**src/rtl/calc_pkg.sv**
```systemverilog
// Shared constants and types for the calculator key-entry front end:
// key codes, operator encoding and the entry FSM states.
package calc_pkg;

    localparam logic [3:0] KEY_ADD    = 4'd10;
    localparam logic [3:0] KEY_SUB    = 4'd11;
    localparam logic [3:0] KEY_MUL    = 4'd12;
    localparam logic [3:0] KEY_AND    = 4'd13;
    localparam logic [3:0] KEY_EQUALS = 4'd14;
    localparam logic [3:0] KEY_CLEAR  = 4'd15;

    typedef enum logic [1:0] {
        OP_ADD = 2'd0,
        OP_SUB = 2'd1,
        OP_MUL = 2'd2,
        OP_AND = 2'd3
    } opcode_t;

    typedef enum logic [1:0] {
        ENTER_A = 2'd0,
        ENTER_B = 2'd1,
        ISSUE   = 2'd2
    } state_t;

endpackage

```
**src/rtl/calc_sync2.sv**
```systemverilog
// Two-flop synchronizer, parameterised width, asynchronously cleared to 0.
module calc_sync2 #(
    parameter int W = 1
) (
    input  logic         clk,
    input  logic         rst_n,
    input  logic [W-1:0] d,
    output logic [W-1:0] q
);

    logic [W-1:0] meta;

    always_ff @(posedge clk or negedge rst_n) begin
        if (!rst_n) begin
            meta <= '0;
            q    <= '0;
        end else begin
            meta <= d;
            q    <= meta;
        end
    end

endmodule

```
**src/rtl/calc_key_entry.sv**
```systemverilog
// Key entry stage: synchronizes raw key presses, accumulates decimal operands
// and an operator, and issues an (A, op, B) job over a valid/ready handshake.
module calc_key_entry
    import calc_pkg::*;
#(
    parameter int WIDTH = 8
) (
    input  logic             clk,
    input  logic             rst_n,
    input  logic [3:0]       key_code,
    input  logic             key_valid,
    output logic [WIDTH-1:0] operand_a,
    output logic [WIDTH-1:0] operand_b,
    output logic [1:0]       opcode,
    output logic             op_valid,
    input  logic             op_ready,
    output logic [WIDTH-1:0] entry_value,
    output logic             entry_ovf
);

    // Returns {overflow, value}; on overflow the accumulator is returned unchanged.
    function automatic logic [WIDTH:0] accum_digit(input logic [WIDTH-1:0] acc,
                                                   input logic [3:0]       digit);
        logic [WIDTH+3:0] sum;
        sum = {4'b0000, acc} * (WIDTH+4)'(10) + {{WIDTH{1'b0}}, digit};
        if (sum > {4'b0000, {WIDTH{1'b1}}})
            return {1'b1, acc};
        else
            return {1'b0, sum[WIDTH-1:0]};
    endfunction

    logic [3:0]       code_s;
    logic             vld_s;
    logic             vld_prev;
    logic             key_evt;

    state_t           state, state_nxt;
    logic [WIDTH-1:0] acc_a, acc_a_nxt;
    logic [WIDTH-1:0] acc_b, acc_b_nxt;
    opcode_t          op_q, op_nxt;
    logic             ovf, ovf_nxt;

    logic [WIDTH:0]   dig_res;
    logic [3:0]       op_diff;
    logic             is_digit;
    logic             is_oper;

    calc_sync2 #(.W(4)) u_sync_code (
        .clk   (clk),
        .rst_n (rst_n),
        .d     (key_code),
        .q     (code_s)
    );

    calc_sync2 #(.W(1)) u_sync_valid (
        .clk   (clk),
        .rst_n (rst_n),
        .d     (key_valid),
        .q     (vld_s)
    );

    assign key_evt  = vld_s & ~vld_prev;
    assign is_digit = (code_s <= 4'd9);
    assign is_oper  = (code_s >= KEY_ADD) && (code_s <= KEY_AND);
    assign op_diff  = code_s - KEY_ADD;
    assign dig_res  = accum_digit((state == ENTER_B) ? acc_b : acc_a, code_s);

    always_ff @(posedge clk or negedge rst_n) begin
        if (!rst_n) begin
            vld_prev <= 1'b0;
            state    <= ENTER_A;
            acc_a    <= '0;
            acc_b    <= '0;
            op_q     <= OP_ADD;
            ovf      <= 1'b0;
        end else begin
            vld_prev <= vld_s;
            state    <= state_nxt;
            acc_a    <= acc_a_nxt;
            acc_b    <= acc_b_nxt;
            op_q     <= op_nxt;
            ovf      <= ovf_nxt;
        end
    end

    always_comb begin
        state_nxt = state;
        acc_a_nxt = acc_a;
        acc_b_nxt = acc_b;
        op_nxt    = op_q;
        ovf_nxt   = ovf;
        case (state)
            ENTER_A: begin
                if (key_evt) begin
                    if (is_digit) begin
                        acc_a_nxt = dig_res[WIDTH-1:0];
                        if (dig_res[WIDTH]) ovf_nxt = 1'b1;
                    end else if (is_oper) begin
                        op_nxt    = opcode_t'(op_diff[1:0]);
                        acc_b_nxt = '0;
                        state_nxt = ENTER_B;
                    end else if (code_s == KEY_CLEAR) begin
                        acc_a_nxt = '0;
                        ovf_nxt   = 1'b0;
                    end
                end
            end
            ENTER_B: begin
                if (key_evt) begin
                    if (is_digit) begin
                        acc_b_nxt = dig_res[WIDTH-1:0];
                        if (dig_res[WIDTH]) ovf_nxt = 1'b1;
                    end else if (is_oper) begin
                        op_nxt = opcode_t'(op_diff[1:0]);
                    end else if (code_s == KEY_EQUALS) begin
                        state_nxt = ISSUE;
                    end else begin
                        acc_a_nxt = '0;
                        acc_b_nxt = '0;
                        op_nxt    = OP_ADD;
                        ovf_nxt   = 1'b0;
                        state_nxt = ENTER_A;
                    end
                end
            end
            ISSUE: begin
                // Keys are ignored here; only the handshake moves us on.
                if (op_ready) begin
                    acc_a_nxt = '0;
                    acc_b_nxt = '0;
                    ovf_nxt   = 1'b0;
                    state_nxt = ENTER_A;
                end
            end
            default: state_nxt = ENTER_A;
        endcase
    end

    assign op_valid    = (state == ISSUE);
    assign operand_a   = acc_a;
    assign operand_b   = acc_b;
    assign opcode      = op_q;
    assign entry_value = (state == ENTER_B) ? acc_b : acc_a;
    assign entry_ovf   = ovf;

endmodule

```
**config.mk**
```make
export PLATFORM = sky130hd
export DESIGN_NAME = calc_key_entry
export DESIGN_NICKNAME = d
export VERILOG_FILES = /design/src/rtl/calc_pkg.sv /design/src/rtl/calc_sync2.sv /design/src/rtl/calc_key_entry.sv
export SDC_FILE = /design/constraint.sdc
export NUM_CORES = 1
export LEC_CHECK = 0
export BUFFER_PORTS_ARGS = -buffer_cell sky130_fd_sc_hd__buf_2
export CORE_UTILIZATION = 45
export CTS_BUF_LIST = sky130_fd_sc_hd__clkbuf_16
export DETAILED_ROUTE_END_ITERATION = 8
export PLACE_DENSITY = 0.66
export SLEW_MARGIN = 20
export SYNTH_ARGS = -nofsm -noshare
export SYNTH_HDL_FRONTEND = slang
export SYNTH_SLANG_ARGS = --single-unit
```
**constraint.sdc**
```tcl
create_clock -name clk -period 5 [get_ports clk]
set_input_delay 1 -clock clk [delete_from_list [all_inputs] [get_ports clk]]
set_output_delay 1 -clock clk [all_outputs]
set_load 0.05 [all_outputs]
```
Word-level counts from Yosys, hierarchy flattened. Cells that the tools add are included.

Register bits after elaboration: 32. Output and inout port bits: 28. Input port bits: 8.

$lt $le $gt $ge: 4. Multipliers: 1. Reductions and logical operators: 9. Equality and inequality tests: 17. Add/sub/neg operators: 2. Bitwise operators: 2. Mux-type cells: 46.

Operators by type and width (number): two-way mux 8 bit (15); case mux 8 bit (3 select lines) (2); two-way mux 2 bit (15); AND reduction 8 bit (2); inequality test 3 bit (second input constant) (5); inequality test 2 bit (second input constant) (7); AND reduction 7 bit (2); adder 12 x 4 -> 12 bit (1); > comparator 12 x 8 -> 1 bit (second input constant) (1); multiplier 8 x 3 -> 11 bit (second input constant) (1); two-way mux 1 bit (10); two-way mux 9 bit (1); AND reduction 9 bit (1); equality test 4 bit (second input constant) (2); less-or-equal comparator 4 bit (second input constant) (2); case mux 2 bit (3 select lines) (1); greater-or-equal comparator 4 bit (second input constant) (1); case mux 2 bit (2 select lines) (1); case mux 1 bit (3 select lines) (1); nonzero test 3 bit (1); equality test 2 x 1 -> 1 bit (second input constant) (1); equality test 2 bit (second input constant) (1); logical NOT 2 bit (1); inequality test 2 x 1 -> 1 bit (second input constant) (1); 5 further kinds (5).

Logic depth before layout (Yosys ltp). Gate-level depths: netlist (run 1).

Word-level depth: 10. Gate-level depth with buffers: 18. Mapped depth without buffers: 15.

Hierarchy. From an unflattened synthesis (run 1), not the netlist that was laid out.

Cell total of the unflattened synthesis: 209. Area total of the unflattened synthesis: 2060.7 um2.

Modules (own cells, without submodules): calc_key_entry (times used 1, cells an instance 199, area each 1810.5 um2, sequential area each 550.5 um2); calc_sync2 (u_sync_code) (times used 1, cells an instance 8, area each 200.2 um2, sequential area each 200.2 um2); calc_sync2 (u_sync_valid) (times used 1, cells an instance 2, area each 50.0 um2, sequential area each 50.0 um2).

Least setup slack after synthesis (run 1). No wires, ideal clock.

Kind: flip-flop to flip-flop. From: register state[1]. To: register acc_a[5], in the netlist operand_a[5]. Data required time: 4.878 ns. Library setup time: 0.122 ns. Period minus slack after synthesis: 4.341 ns. Arrival: 4.219 ns. Cell stages (with the launch flop): 16. Slack: 0.659 ns. Cell sequence: dfrtp_1 -> inv_1 -> ha_1 -> buf_2 -> buf_1 -> mux2_2 -> ha_1 -> ha_1 -> fa_1 -> xor2_1 -> nand3_1 -> nor4_2 -> mux2_2 -> and4bb_4 -> o21ai_1 -> a32o_1.

Word-level cells in the longest chain between the ends: 9. Elaborated cells between the ends (all ways): 21. Classes of those cells: 1 x add/sub; 1 x mul; 1 x order compare; 10 x eq/ne; 5 x mux; 3 x reduce/logical.

Ends and longest elaborated chain: from (decl) (RTL line calc_key_entry.sv:37) `state_t state, state_nxt;`; from (signal assigned) (RTL line calc_key_entry.sv:78) `state <= state_nxt;`; equality test 2 x 1 -> 1 bit (*); two-way mux 8 bit (*); via entry_value[3] (RTL line calc_key_entry.sv:17) `output logic [WIDTH-1:0] entry_value,`; multiplier 8 x 3 -> 11 bit (*) (RTL line calc_key_entry.sv:25) `sum = {4'b0000, acc} * (WIDTH+4)'(10) + {{WIDTH{1'b0}}, digit};`; adder 12 x 4 -> 12 bit (*) (RTL line calc_key_entry.sv:25); > comparator 12 x 8 -> 1 bit (RTL line calc_key_entry.sv:26) `if (sum > {4'b0000, {WIDTH{1'b1}}})`; two-way mux 9 bit (*) (RTL line calc_key_entry.sv:26); two-way mux 8 bit (*) (RTL line calc_key_entry.sv:95) `if (is_digit) begin`; two-way mux 8 bit (*) (RTL line calc_key_entry.sv:94) `if (key_evt) begin`; case mux 8 bit (3 select lines) (*) (RTL line calc_key_entry.sv:92) `case (state)`; to (signal assigned) (RTL line calc_key_entry.sv:79) `acc_a <= acc_a_nxt;`; to (decl) (RTL line calc_key_entry.sv:38) `logic [WIDTH-1:0] acc_a, acc_a_nxt;`.

The timed path passes the listed nets; every way through them passes the cells marked *. The select of a mux whose other input is x is not followed. A chain may end at the register's enable or synchronous reset.

Worst setup path in the final report (run 1).
From: register state[1]. To: register acc_b[3], in the netlist operand_b[3].

Word-level cells in the longest chain between the ends: 9. Elaborated cells between the ends (all ways): 20. Classes of those cells: 1 x add/sub; 1 x mul; 1 x order compare; 9 x eq/ne; 5 x mux; 3 x reduce/logical.

Ends and longest elaborated chain: equality test 2 x 1 -> 1 bit (RTL line calc_key_entry.sv:66, calc_key_entry.sv:92); two-way mux 8 bit (RTL line calc_key_entry.sv:66) `assign dig_res = accum_digit((state == ENTER_B) ? acc_b : acc_a, code_s);`; multiplier 8 x 3 -> 11 bit (RTL line calc_key_entry.sv:25); adder 12 x 4 -> 12 bit (RTL line calc_key_entry.sv:25); > comparator 12 x 8 -> 1 bit (RTL line calc_key_entry.sv:26); two-way mux 9 bit (RTL line calc_key_entry.sv:26); two-way mux 8 bit (RTL line calc_key_entry.sv:110) `if (is_digit) begin`; two-way mux 8 bit (RTL line calc_key_entry.sv:109) `if (key_evt) begin`; case mux 8 bit (3 select lines) (RTL line calc_key_entry.sv:92); to (signal assigned) (RTL line calc_key_entry.sv:80) `acc_b <= acc_b_nxt;`; to (decl) (RTL line calc_key_entry.sv:39) `logic [WIDTH-1:0] acc_b, acc_b_nxt;`.

Parallel ways exist; a longest one is shown, timed or not. The select of a mux whose other input is x is not followed.

==> impl_metrics.env, run 1 <==
export IMPL_ant_nets=0
export IMPL_die_area_um2=5020
export IMPL_syn_nets=240
export IMPL_status="finished, violations left"
export IMPL_core_um2=4440
export IMPL_die_y_um=70.9
export IMPL_synthArstFlopShare=1.00
export IMPL_setup_viol=0
export IMPL_postSynthAreaPerCell_um2=9.92
export IMPL_synthTopCellsByCount="dfrtp_1 (32), nand2_1 (21), ha_1 (15), a21oi_1 (13), inv_1 (11)"
export IMPL_ctsResizeCount=0
export IMPL_gp_congestion=0.843
export IMPL_wl_met1_um=2430
export IMPL_syn_area_um2=2130
export IMPL_ios=36
export IMPL_final_seq_area_um2=801
export IMPL_ctsHoldBuffers=0
export IMPL_cts_clk_slew_worst_paths_ns=0.05
export IMPL_maxSlewHeadroom=0.474
export IMPL_cts_tree="yes"
export IMPL_diodes=0
export IMPL_synth_ff_type="dfrtp_1"
export IMPL_clk_path_buf_depth=2
export IMPL_ys_warn_count=0
export IMPL_clock_sinks=32
export IMPL_worst_setup_path_end_kind="register"
export IMPL_drtPass1Iterations=6
export IMPL_avgViaCountPerCell=5.66
export IMPL_drtIter0Drc=138
export IMPL_io_buffers=35
export IMPL_synth_mux_area_frac=0.0739
export IMPL_numCtsBuffers=5
export IMPL_hold_violations=0
export IMPL_grt_pass1_wl_um=8420
export IMPL_netlist_top_cell_by_area="dfrtp_1"
export IMPL_fmax_ghz=0.230
export IMPL_preCtsSetupSlack_ns=0.676
export IMPL_drive_gt1_frac=0.245
export IMPL_cap_violations=0
export IMPL_min_period_ns=4.34
export IMPL_grt_pass1_vias=1713
export IMPL_top_layer="met4"
export IMPL_routed_wl_met3_um=191
export IMPL_multiInputGateArea_um2=1270
export IMPL_worst_slack_ns=0.660
export IMPL_die_x_um=70.9
export IMPL_synthMostInstantiatedCell="dfrtp_1"
export IMPL_area_growth_pct=19.2
export IMPL_row_count=24
export IMPL_crit_path_start_kind="register"
export IMPL_tightest_slew_ns=0.781
export IMPL_critPathArrivalTime_ns=4.49
export IMPL_finalNetCount=281
export IMPL_n_fill_cell=399
export IMPL_htree_levels=2
export IMPL_wl_met2_um=2230
export IMPL_synth_compound_area_frac=0.189
export IMPL_gr_total_overflow=0
export IMPL_crit_type="reg2reg"
export IMPL_synth_edf_count=0
export IMPL_post_cts_buffers=0
export IMPL_netlist_instances=215
export IMPL_violations="design-rule violations"
export IMPL_clkLatencyLatePin_ns=0.27
export IMPL_antenna_found_initial=0
export IMPL_grtUsageTotal=0.217
export IMPL_ys_types=50
export IMPL_dp_hpwl_um=3820
export IMPL_finalCritPeriodShare=0.868
export IMPL_drt_wl_total_um=4880
export IMPL_drc=6
export IMPL_holdCritPathClass="reg2reg"
export IMPL_root_buffer="clkbuf_16"
export IMPL_drv_slew=0
export IMPL_vias=1749
export IMPL_grt_max_degree=33
export IMPL_synth_fa_ha_area_frac=0.107
export IMPL_synthTopCellsByArea="dfrtp_1 (38%), ha_1 (8.8%), mux2i_1 (4.2%)"
export IMPL_synth_xor_area_frac=0.0534
export IMPL_finalSetupTns_ns=0
export IMPL_synth_top_area_frac=0.375
export IMPL_synth_top_family_by_area="compound AO/OA/AOI/OAI gates"
export IMPL_ys_ff_latch=32
export IMPL_synth_simple_gate_area_frac=0.173
export IMPL_initial_core_util=0.480
export IMPL_crit_required_ns=5.15
export IMPL_ys_seq_area_frac=0.375
export IMPL_wl_per_cell_um=15.8
export IMPL_clock_skew_ns=0.00139
export IMPL_rsz0062_at_grt="no"
export IMPL_crit_fanout=13
-- logic make-up after synthesis --
| group | after synthesis |
|---|---|
| AO/OA/AOI/OAI | 57 |
| XOR/XNOR | 13 |
| adder cells (fa/ha/maj) | 17 |
| buffers and inverters | 16 |
| flip-flops | 32 |
| multiplexers | 15 |
| AND/OR/NAND/NOR | 65 |
-- through the flow --
step / utilization / hold slack (ns) / cells / cell area (µm²)
after global routing: 0.572 / 0.348 / 309 / 2540
after detailed placement: 0.535 / 0.336 / 301 / 2380
after global placement: 0.535 / 0.331 / 301 / 2380
after floorplan: - / 0.331 / 215 / 2130
after CTS: 0.572 / 0.347 / 309 / 2540
final: 0.572 / 0.346 / 309 / 2540
-- metal layers --
metal	track usage	vias up
met1	0.319	833
met5	0	-
met2	0.325	42
li1	-	870
met3	0.0413	4
met4	0.0667	0
-- path summary, 6_finish.rpt --
check,startpoint,end,slack (ns),cells past startpoint
max,state[1],operand_b[3],0.66,14
min,u_sync_code.meta[0],u_sync_code.q[0],0.35,0
max reg2reg,state[1],operand_b[3],0.66,14
min reg2reg,u_sync_code.meta[0],u_sync_code.q[0],0.35,0
max in group asynchronous,rst_n,u_sync_code.meta[3],3.79,1
min in group asynchronous,rst_n,operand_a[4],0.76,1
-- registers in the layout, summed over array words and instances (netlist names) --
signal	count
operand_a	8
operand_b	8
u_sync_code.meta	4
u_sync_code.q	4
opcode	2
state	2
entry_ovf	1
u_sync_valid.meta	1
u_sync_valid.q	1
vld_prev	1
-- worst max-delay path, cell delays in order, from the launching register on --
cell and delay (ns):
dfrtp_1 0.38, inv_1 0.10, ha_1 0.49, mux2_2 0.45, ha_1 0.30, ha_1 0.25, fa_1 0.43, xor2_1 0.24
nand3_1 0.14, nor4_2 0.23, mux2_2 0.36, and4bb_4 0.40, nor2_4 0.07, mux2i_1 0.26, o21ai_1 0.12
-- cell type report --
| cell class | count | share of cell area |
|---|---|---|
| multi-input cells | 167 | 0.500 |
| clock inverters | 3 | 0.0167 |
| well taps | 52 | 0.0256 |
| flip-flops and latches | 32 | 0.315 |
| clock buffers | 5 | 0.0492 |
| inverters | 13 | 0.0192 |
| repair buffers | 37 | 0.0748 |
-- cell usage in the layout, fill, tap and decap left out, types with 7 or more instances in the layout --
master,count
inv_1,11
nor2_1,9
a21o_1,7
o21ai_1,10
ha_1,15
buf_2,35
xnor2_1,7
mux2i_1,9
a21oi_1,13
dfrtp_1,32
nand2_1,21
Power of run 1 is not shown: default switching activity piles up to over one toggle a cycle in this logic, so the estimate is an artifact.
==> run 2, diff against run 1 <==
REMOVE_ABC_BUFFERS = 1   (was default)
==> impl_metrics.env, run 2 (synthesis results as in run 1) <==
export IMPL_crit_required_ns=5.15
export IMPL_die_x_um=70.9
export IMPL_drive_gt1_frac=0.245
export IMPL_crit_chain="inv_1 > ha_1 > mux2_2 > ha_1 > ha_1 > fa_1 > xor2_1 > nand3_1 > nor4_2 > mux2_2 > and4bb_4 > nor2_4 > mux2i_1 > o21ai_1"
export IMPL_area_growth_pct=19.2
export IMPL_root_buffer="clkbuf_16"
export IMPL_mostFrequentLayoutCells="buf_2 (35), dfrtp_1 (32), nand2_1 (21), ha_1 (15), a21oi_1 (13)"
export IMPL_tightest_slew_ns=0.694
export IMPL_finalNetCount=281
export IMPL_numCtsBuffers=5
export IMPL_critPathArrivalTime_ns=4.60
export IMPL_finalCritPeriodShare=0.889
export IMPL_clkLatencyLatePin_ns=0.28
export IMPL_cts_clk_slew_worst_paths_ns=0.05
export IMPL_initial_core_util=0.480
export IMPL_dp_hpwl_um=3800
export IMPL_grt_pass1_vias=1672
export IMPL_ant_nets=0
export IMPL_setup_viol=0
export IMPL_cpMostUsedCell="ha_1"
export IMPL_violations="design-rule violations"
export IMPL_grt_pass1_wl_um=8210
export IMPL_antenna_found_initial=0
export IMPL_crit_path_max_incr_delay_ns=0.54
export IMPL_core_um2=4440
export IMPL_diodes=0
export IMPL_ctsHoldBuffers=0
export IMPL_drc=6
export IMPL_min_period_ns=4.45
export IMPL_avgViaCountPerCell=5.71
export IMPL_min_from="u_sync_code.meta[0]"
export IMPL_gp_congestion=0.837
export IMPL_worst_setup_path_end_kind="register"
export IMPL_io_buffers=35
export IMPL_gr_total_overflow=0
export IMPL_maxSlewHeadroom=0.533
export IMPL_htree_levels=2
export IMPL_wl_per_cell_um=15.8
export IMPL_ctsResizeCount=0
export IMPL_grt_max_degree=33
export IMPL_cap_violations=0
export IMPL_drv_slew=0
export IMPL_drtPass1Iterations=6
export IMPL_cp_slowest_cell="ha_1"
export IMPL_holdCritPathClass="reg2reg"
export IMPL_vias=1765
export IMPL_r2r_start="state[1]"
export IMPL_post_cts_buffers=0
export IMPL_cts_tree="yes"
export IMPL_row_count=24
export IMPL_ios=36
export IMPL_drt_wl_total_um=4880
export IMPL_grtUsageTotal=0.218
export IMPL_final_common_cell="buf_2"
export IMPL_hold_violations=0
export IMPL_rsz0062_at_grt="no"
export IMPL_clk_path_buf_depth=2
export IMPL_crit_path_start_kind="register"
export IMPL_clock_sinks=32
export IMPL_crit_type="reg2reg"
export IMPL_clock_skew_ns=0.00359
export IMPL_drtIter0Drc=130
export IMPL_die_area_um2=5020
export IMPL_finalSetupTns_ns=0
export IMPL_crit_fanout=12
export IMPL_die_y_um=70.9
export IMPL_setup_worst_path_start="state[1]"
export IMPL_utilization=0.572
export IMPL_fmax_ghz=0.225
export IMPL_status="finished, violations left"
## run 2: path summary, 6_finish.rpt
| path | endpoint | slack (ns) | cells after the start |
|---|---|---|---|
| max | operand_b[3] | 0.55 | 14 |
| min | u_sync_code.q[0] | 0.35 | 0 |
| max reg2reg | operand_b[3] | 0.55 | 14 |
| min reg2reg | u_sync_code.q[0] | 0.35 | 0 |
| max in group asynchronous | operand_a[2] | 3.79 | 1 |
| min in group asynchronous | operand_a[7] | 0.76 | 1 |
## run 2: area by class of cell
| cell class | instances | area (µm²) |
|---|---|---|
| well taps | 52 | 65.1 |
| flip-flops and latches | 32 | 801 |
| clock buffers | 5 | 125 |
| multi-input cells | 167 | 1270 |
| fillers | 400 | 1900 |
| clock inverters | 3 | 42.5 |
| repair buffers | 37 | 190 |
| inverters | 13 | 48.8 |
## run 2: per-stage QoR
step	setup slack, ns	hold WS, ns	cells	area, µm²
floorplan	0.791	0.331	212	2120
global placement	0.723	0.332	301	2380
detailed placement	0.614	0.337	301	2380
CTS	0.592	0.347	309	2540
global route	0.339	0.355	309	2540
finish	0.554	0.346	309	2540
## run 2: metal layers
layer,track usage,vias to the layer above,share of wire
li1,-,860,-
met1,0.316,861,0.49
met2,0.318,37,0.45
met3,0.0470,7,0.040
met4,0.0867,0,0.016
met5,0,-,0
## run 2: critical path, delay by kind of cell, from the launching register on
kind	cells	cell delay [ns]
simple gates	4	0.86
fa+ha+maj	4	1.52
mux	3	1.12
xor+xnor	1	0.24
buf+inv	1	0.09
flops	1	0.37
compound gates	1	0.11
Power of run 2 is left out for the same reason.
